===== config.mk =====
export PLATFORM = sky130hd
export DESIGN_NAME = sdm_mash_nw_flat
export DESIGN_NICKNAME = d
export VERILOG_FILES = /design/src/rtl/sdm_mash_nw_if.sv /design/src/rtl/sdm_mash_nw.sv /design/src/flat_wrapper.sv
export SDC_FILE = /design/constraint.sdc
export NUM_CORES = 1
export LEC_CHECK = 0
export ABC_AREA = 1
export CAP_MARGIN = 10
export CORE_UTILIZATION = 35
export DETAILED_ROUTE_END_ITERATION = 10
export PLACE_DENSITY_LB_ADDON = 0.12
export SLEW_MARGIN = 10
export SYNTH_ARGS = -nofsm -noshare
export SYNTH_HDL_FRONTEND = slang
export SYNTH_SLANG_ARGS = --single-unit

===== constraint.sdc =====
create_clock -name clk -period 9.65 [get_ports clk]
set_input_delay 2.4125 -clock clk [delete_from_list [all_inputs] [get_ports clk]]
set_output_delay 2.4125 -clock clk [all_outputs]
set_load 0.05 [all_outputs]

===== src/rtl/sdm_mash_nw_if.sv =====
// rtl/sdm_mash_nw_if.sv - control and divide-output bundle for sdm_mash_nw
interface sdm_mash_nw_if #(
  parameter int W  = 16,
  parameter int NW = 6
);
  logic          en;
  logic          ld;
  logic [W-1:0]  frac_in;
  logic [NW-1:0] n_in;
  logic [1:0]    order_in;
  logic          dith_en;
  logic [NW:0]   div_out;
  logic [W-1:0]  qn;
  logic          sat;
  logic          busy;

  modport master (
    output en, ld, frac_in, n_in, order_in, dith_en,
    input  div_out, qn, sat, busy
  );

  modport slave (
    input  en, ld, frac_in, n_in, order_in, dith_en,
    output div_out, qn, sat, busy
  );
endinterface


===== src/rtl/sdm_mash_nw.sv =====
// rtl/sdm_mash_nw.sv - MASH 1-1-1 sigma-delta modulator with run-time order, dither and clamp
module sdm_mash_nw #(
  parameter int          W    = 16,
  parameter int          NW   = 6,
  parameter logic [14:0] SEED = 15'h0001
) (
  input  logic         clk,
  input  logic         rst,
  sdm_mash_nw_if.slave bus
);

  logic [W-1:0]  frac_a;
  logic [NW-1:0] n_a;
  logic [1:0]    ord_a;

  logic [W-1:0]  acc1, acc2, acc3;
  logic          c1, c2, c3;
  logic          c2d, c3d1, c3d2;
  logic [14:0]   lfsr;

  logic [NW:0]   div_q;
  logic          sat_q;
  logic          busy_q;

  logic [1:0]    ord_new;
  logic          clr;
  logic          dith_bit;
  logic [W:0]    s1, s2, s3;
  logic [3:0]    y1, y2, y3, y;
  logic [NW+1:0] t;

  // Order 0 is folded to 1 before comparing, so loading 0 over 1 is not a change.
  always_comb begin
    ord_new  = (bus.order_in == 2'd0) ? 2'd1 : bus.order_in;
    clr      = bus.ld && (ord_new != ord_a);
    dith_bit = bus.dith_en & lfsr[0];

    s1 = {1'b0, acc1} + {1'b0, frac_a} + {{W{1'b0}}, dith_bit};
    s2 = {1'b0, acc2} + {1'b0, s1[W-1:0]};
    s3 = {1'b0, acc3} + {1'b0, s2[W-1:0]};
  end

  // Noise-shaping combiner in 4-bit two's complement; range -3..4 fits.
  always_comb begin
    y1 = {3'b000, c1};
    y2 = {3'b000, c2} - {3'b000, c2d};
    y3 = {3'b000, c3} - {2'b00, c3d1, 1'b0} + {3'b000, c3d2};
    case (ord_a)
      2'd3:    y = y1 + y2 + y3;
      2'd2:    y = y1 + y2;
      default: y = y1;
    endcase
    t = {2'b00, n_a} + {{(NW-2){y[3]}}, y};
  end

  always_ff @(posedge clk or posedge rst) begin
    if (rst) begin
      frac_a <= '0;
      n_a    <= '0;
      ord_a  <= 2'd1;
    end else if (bus.ld) begin
      frac_a <= bus.frac_in;
      n_a    <= bus.n_in;
      ord_a  <= ord_new;
    end
  end

  // An order change wipes the whole noise state; it wins over a step on the same edge.
  always_ff @(posedge clk or posedge rst) begin
    if (rst) begin
      acc1 <= '0;
      acc2 <= '0;
      acc3 <= '0;
      c1   <= 1'b0;
      c2   <= 1'b0;
      c3   <= 1'b0;
      c2d  <= 1'b0;
      c3d1 <= 1'b0;
      c3d2 <= 1'b0;
      lfsr <= SEED;
    end else if (clr) begin
      acc1 <= '0;
      acc2 <= '0;
      acc3 <= '0;
      c1   <= 1'b0;
      c2   <= 1'b0;
      c3   <= 1'b0;
      c2d  <= 1'b0;
      c3d1 <= 1'b0;
      c3d2 <= 1'b0;
    end else if (bus.en) begin
      acc1 <= s1[W-1:0];
      c1   <= s1[W];
      acc2 <= (ord_a >= 2'd2) ? s2[W-1:0] : '0;
      c2   <= (ord_a >= 2'd2) & s2[W];
      acc3 <= (ord_a == 2'd3) ? s3[W-1:0] : '0;
      c3   <= (ord_a == 2'd3) & s3[W];
      c2d  <= c2;
      c3d1 <= c3;
      c3d2 <= c3d1;
      if (bus.dith_en) begin
        lfsr <= {lfsr[13:0], lfsr[14] ^ lfsr[13]};
      end
    end
  end

  always_ff @(posedge clk or posedge rst) begin
    if (rst) begin
      div_q  <= '0;
      sat_q  <= 1'b0;
      busy_q <= 1'b0;
    end else begin
      busy_q <= clr;
      if (bus.en) begin
        if (clr) begin
          div_q <= {1'b0, bus.n_in};
          sat_q <= 1'b0;
        end else if (t[NW+1]) begin
          div_q <= '0;
          sat_q <= 1'b1;
        end else begin
          div_q <= t[NW:0];
          sat_q <= 1'b0;
        end
      end
    end
  end

  assign bus.div_out = div_q;
  assign bus.sat     = sat_q;
  assign bus.busy    = busy_q;
  assign bus.qn      = acc1;

endmodule


===== src/flat_wrapper.sv =====
// flat-port wrapper written by rule: the top's interface ports become plain ports
module sdm_mash_nw_flat 
#(
  parameter int          W    = 16,
  parameter int          NW   = 6,
  parameter logic [14:0] SEED = 15'h0001
)
  (clk, rst, bus_en, bus_ld, bus_frac_in, bus_n_in, bus_order_in, bus_dith_en, bus_div_out, bus_qn, bus_sat, bus_busy);
  sdm_mash_nw_if #(.W(W), .NW(NW)) bus_i ();
  input  logic clk;
  input  logic rst;
  input wire logic [$bits(bus_i.en)-1:0] bus_en;
  input wire logic [$bits(bus_i.ld)-1:0] bus_ld;
  input wire logic [$bits(bus_i.frac_in)-1:0] bus_frac_in;
  input wire logic [$bits(bus_i.n_in)-1:0] bus_n_in;
  input wire logic [$bits(bus_i.order_in)-1:0] bus_order_in;
  input wire logic [$bits(bus_i.dith_en)-1:0] bus_dith_en;
  output wire logic [$bits(bus_i.div_out)-1:0] bus_div_out;
  output wire logic [$bits(bus_i.qn)-1:0] bus_qn;
  output wire logic [$bits(bus_i.sat)-1:0] bus_sat;
  output wire logic [$bits(bus_i.busy)-1:0] bus_busy;
  assign bus_i.en = bus_en;
  assign bus_i.ld = bus_ld;
  assign bus_i.frac_in = bus_frac_in;
  assign bus_i.n_in = bus_n_in;
  assign bus_i.order_in = bus_order_in;
  assign bus_i.dith_en = bus_dith_en;
  assign bus_div_out = bus_i.div_out;
  assign bus_qn = bus_i.qn;
  assign bus_sat = bus_i.sat;
  assign bus_busy = bus_i.busy;
  sdm_mash_nw #(.W(W), .NW(NW), .SEED(SEED)) u_core (.clk(clk), .rst(rst), .bus(bus_i));
endmodule

==> results.json <==
{
  "critical_path_arrival_ns": 7.39,
  "clk_latency_ns": 0.36,
  "worstMarginPinSlew_ns": 1.013,
  "htreeDepth": 3,
  "clock_skew_ns": 0.01582,
  "critPathLaunchType": "input pin",
  "drv_cap": 0,
  "grt_pass1_vias": 6041,
  "synth_area_um2": 7310,
  "initial_utilization_pct": 35.89,
  "path_clk_slew_ns": 0.08,
  "synth_largest_area_cell": "dfrtp_1",
  "dp.cells": 1311,
  "fin_util_pct": 40.99,
  "synth.top_cell.area_share_pct": 34.23,
  "outcome": "complete, no violations",
  "postPlaceCellArea_um2": 8049,
  "rr_worst_depth": 27,
  "wire_per_inst_um": 13.49,
  "die_w_um": 146.5,
  "grt_pass1_wl_mm": 30.30,
  "cts_buffers": 9,
  "clock_sinks": 102,
  "finish.instance_area_um2": 8348,
  "worstSetupEndpointType": "register",
  "power_density_nw_per_um2": 325.4,
  "cts_setup_buffers": 0,
  "final.min_clock_period_ns": 7.139,
  "final_layout_size_suffix_gt1_share_pct": 4.920,
  "synth_flop_cell": "dfrtp_1",
  "synth_cells": 1005,
  "rows": 52,
  "hold_depth": 2,
  "drv_slew": 0,
  "synth-edff-count": 0,
  "ys_types": 35,
  "syn_area_per_cell_um2": 7.273,
  "layout_common_cells": "369 x nand2_1, 129 x inv_1, 100 x dfrtp_1",
  "async_flop_share_pct": 100.0,
  "core_um2": 20360,
  "fin_setup_tns_ns": 0,
  "cts_tree": "yes",
  "firstDrtPassIters": 7,
  "die_h_um": 146.5,
  "ctsLongestPathBuffers": 2,
  "syn_nets": 1102,
  "setup_viol": 0,
  "viasPerCell": 4.631,
  "ir_drop_v": 0.0001219,
  "antenna_found_initial": 0,
  "maxSlewHeadroom_pct": 32.46,
  "final_nets": 1149,
  "seq_area_frac_synth_pct": 34.95,
  "wl_mm": 17.90,
  "crit_required_ns": 9.90,
  "gp_congestion": 0.8753,
  "crit_fanout": 16,
  "root_buffer": "clkbuf_16",
  "yosys_warnings": 0,
  "drcViolationCount": 0,
  "grt_max_degree": 79,
  "fin_cells": 1327,
  "fmax_mhz": 140.1,
  "dieArea_um2": 21470,
  "io_buffers": 53,
  "ys_ff_latch": 102,
  "diodes": 0,
  "ctsHoldBuffers": 0,
  "post_cts_resized": 0,
  "route.vias.total": 6145,
  "finalHoldViolations": 0,
  "ant_nets": 0,
  "power.total_mw": 2.717,
  "path_class": "in2reg",
  "dpl.hpwl_mm": 13.64,
  "final_common_cell": "nand2_1",
  "rsz0062_at_grt": "false",
  "drtIter0Drc": 357,
  "io_pins": 54,
  "syn2layout_area_growth_pct": 14.21,
  "synthTopCellsByArea": "dfrtp_1 34%, nand2_1 19%, ha_1 10%, inv_1 6.7%, nand3_1 5.7%",
  "p_leak_nw": 4.513,
  "overflow": 0,
  "period_share_pct": 73.98,
  "grtUsageTotal_pct": 17.78,
  "hold_path_class": "reg2reg"
}
==> sequential cells by signal, indices dropped and copies added, names as in the netlist, 2 cells and up <==
register            flops
u_core.acc2            16
u_core.n_a              6
u_core.ord_a            2
u_core.frac_a          16
u_core.acc3            16
u_core.lfsr            15
u_core.bus.div_out      7
u_core.bus.qn          16
==> critical path, stage by stage <==
cell	delay, ns
clkdlybuf4s50_1	0.85
nand2_1	0.15
fa_1	0.43
fa_1	0.45
inv_1	0.10
nand2_1	0.05
nand3_1	0.15
nand3_1	0.12
nand2_1	0.08
nand2_1	0.05
and2_1	0.14
ha_1	0.34
nand2_1	0.11
inv_1	0.07
a21oi_1	0.27
nor2_1	0.08
nor2_1	0.13
nand3_1	0.10
and2_1	0.18
ha_1	0.36
inv_1	0.09
nor3_1	0.23
and2_1	0.18
nand2_1	0.07
nand2_1	0.07
nand2_1	0.04
nand3_1	0.06
nand2_1	0.05
==> cell usage after synthesis (4+ instances only) <==
cell type  count
fa_1           7
clkbuf_1       4
nand4_1        4
o22ai_1        7
ha_1          61
buf_6          9
nand3b_1       5
nor3_1         8
and2_1        18
xor2_1         9
nor2_1        48
inv_1        130
mux2_2        19
xnor2_1       14
nand3_1       83
nand2_1      369
a21oi_1       46
nand2_2        5
dfrtp_1      100
o21ai_0       29
o21bai_1       5
==> metrics by stage <==
step                hold slack (ns)  setup WS, ns
detailed placement           0.4625         2.141
global route                 0.5001         2.043
floorplan                    0.4427         3.095
finish                       0.4790         2.511
CTS                          0.4824         2.534
global placement             0.4561         2.126
==> final cells by class <==
cell class | instances | area [µm²]
Sequential cell | 102 | 2555
Timing Repair Buffer | 55 | 545.5
Clock buffer | 9 | 225.2
Multi-Input combinational cell | 752 | 4113
Inverter | 132 | 498.0
Fill cell | 2133 | 12020
Clock inverter | 7 | 73.82
Tap cell | 270 | 337.8
==> power by group <==
group,switching (mW),internal (mW)
Clock,0.191,0.184
Sequential,0.0674,0.511
Combinational,1.15,0.615
Total,1.41,1.31
==> path summary, 6_finish.rpt <==
| path | start | end | slack [ns] |
|---|---|---|---|
| max | bus_dith_en | u_core.acc3[15] | 2.51 |
| min | u_core.lfsr[11] | u_core.lfsr[11] | 0.48 |
| max reg2reg | u_core.lfsr[0] | u_core.acc3[15] | 4.95 |
| min reg2reg | u_core.lfsr[11] | u_core.lfsr[11] | 0.48 |
| max in group asynchronous | rst | u_core.acc3[2] | 5.95 |
| min in group asynchronous | rst | u_core.lfsr[6] | 2.37 |
==> per-layer routing <==
layer	GRT usage (%)	up-vias	wire length, µm
li1	-	3285	-
met1	23.61	2763	8607
met2	30.14	84	8624
met3	2.500	13	455
met4	4.844	0	214
met5	0	-	0
==> kinds of logic after synthesis <==
family,Yosys count,share of synthesized area [%]
buf+inv,151,8.781
mux,19,2.927
flops,102,34.95
fa+ha+maj,68,12.36
xor+xnor,23,2.756
simple gates,546,31.14
compound gates,96,7.087
(Power assumes the default switching activity.)
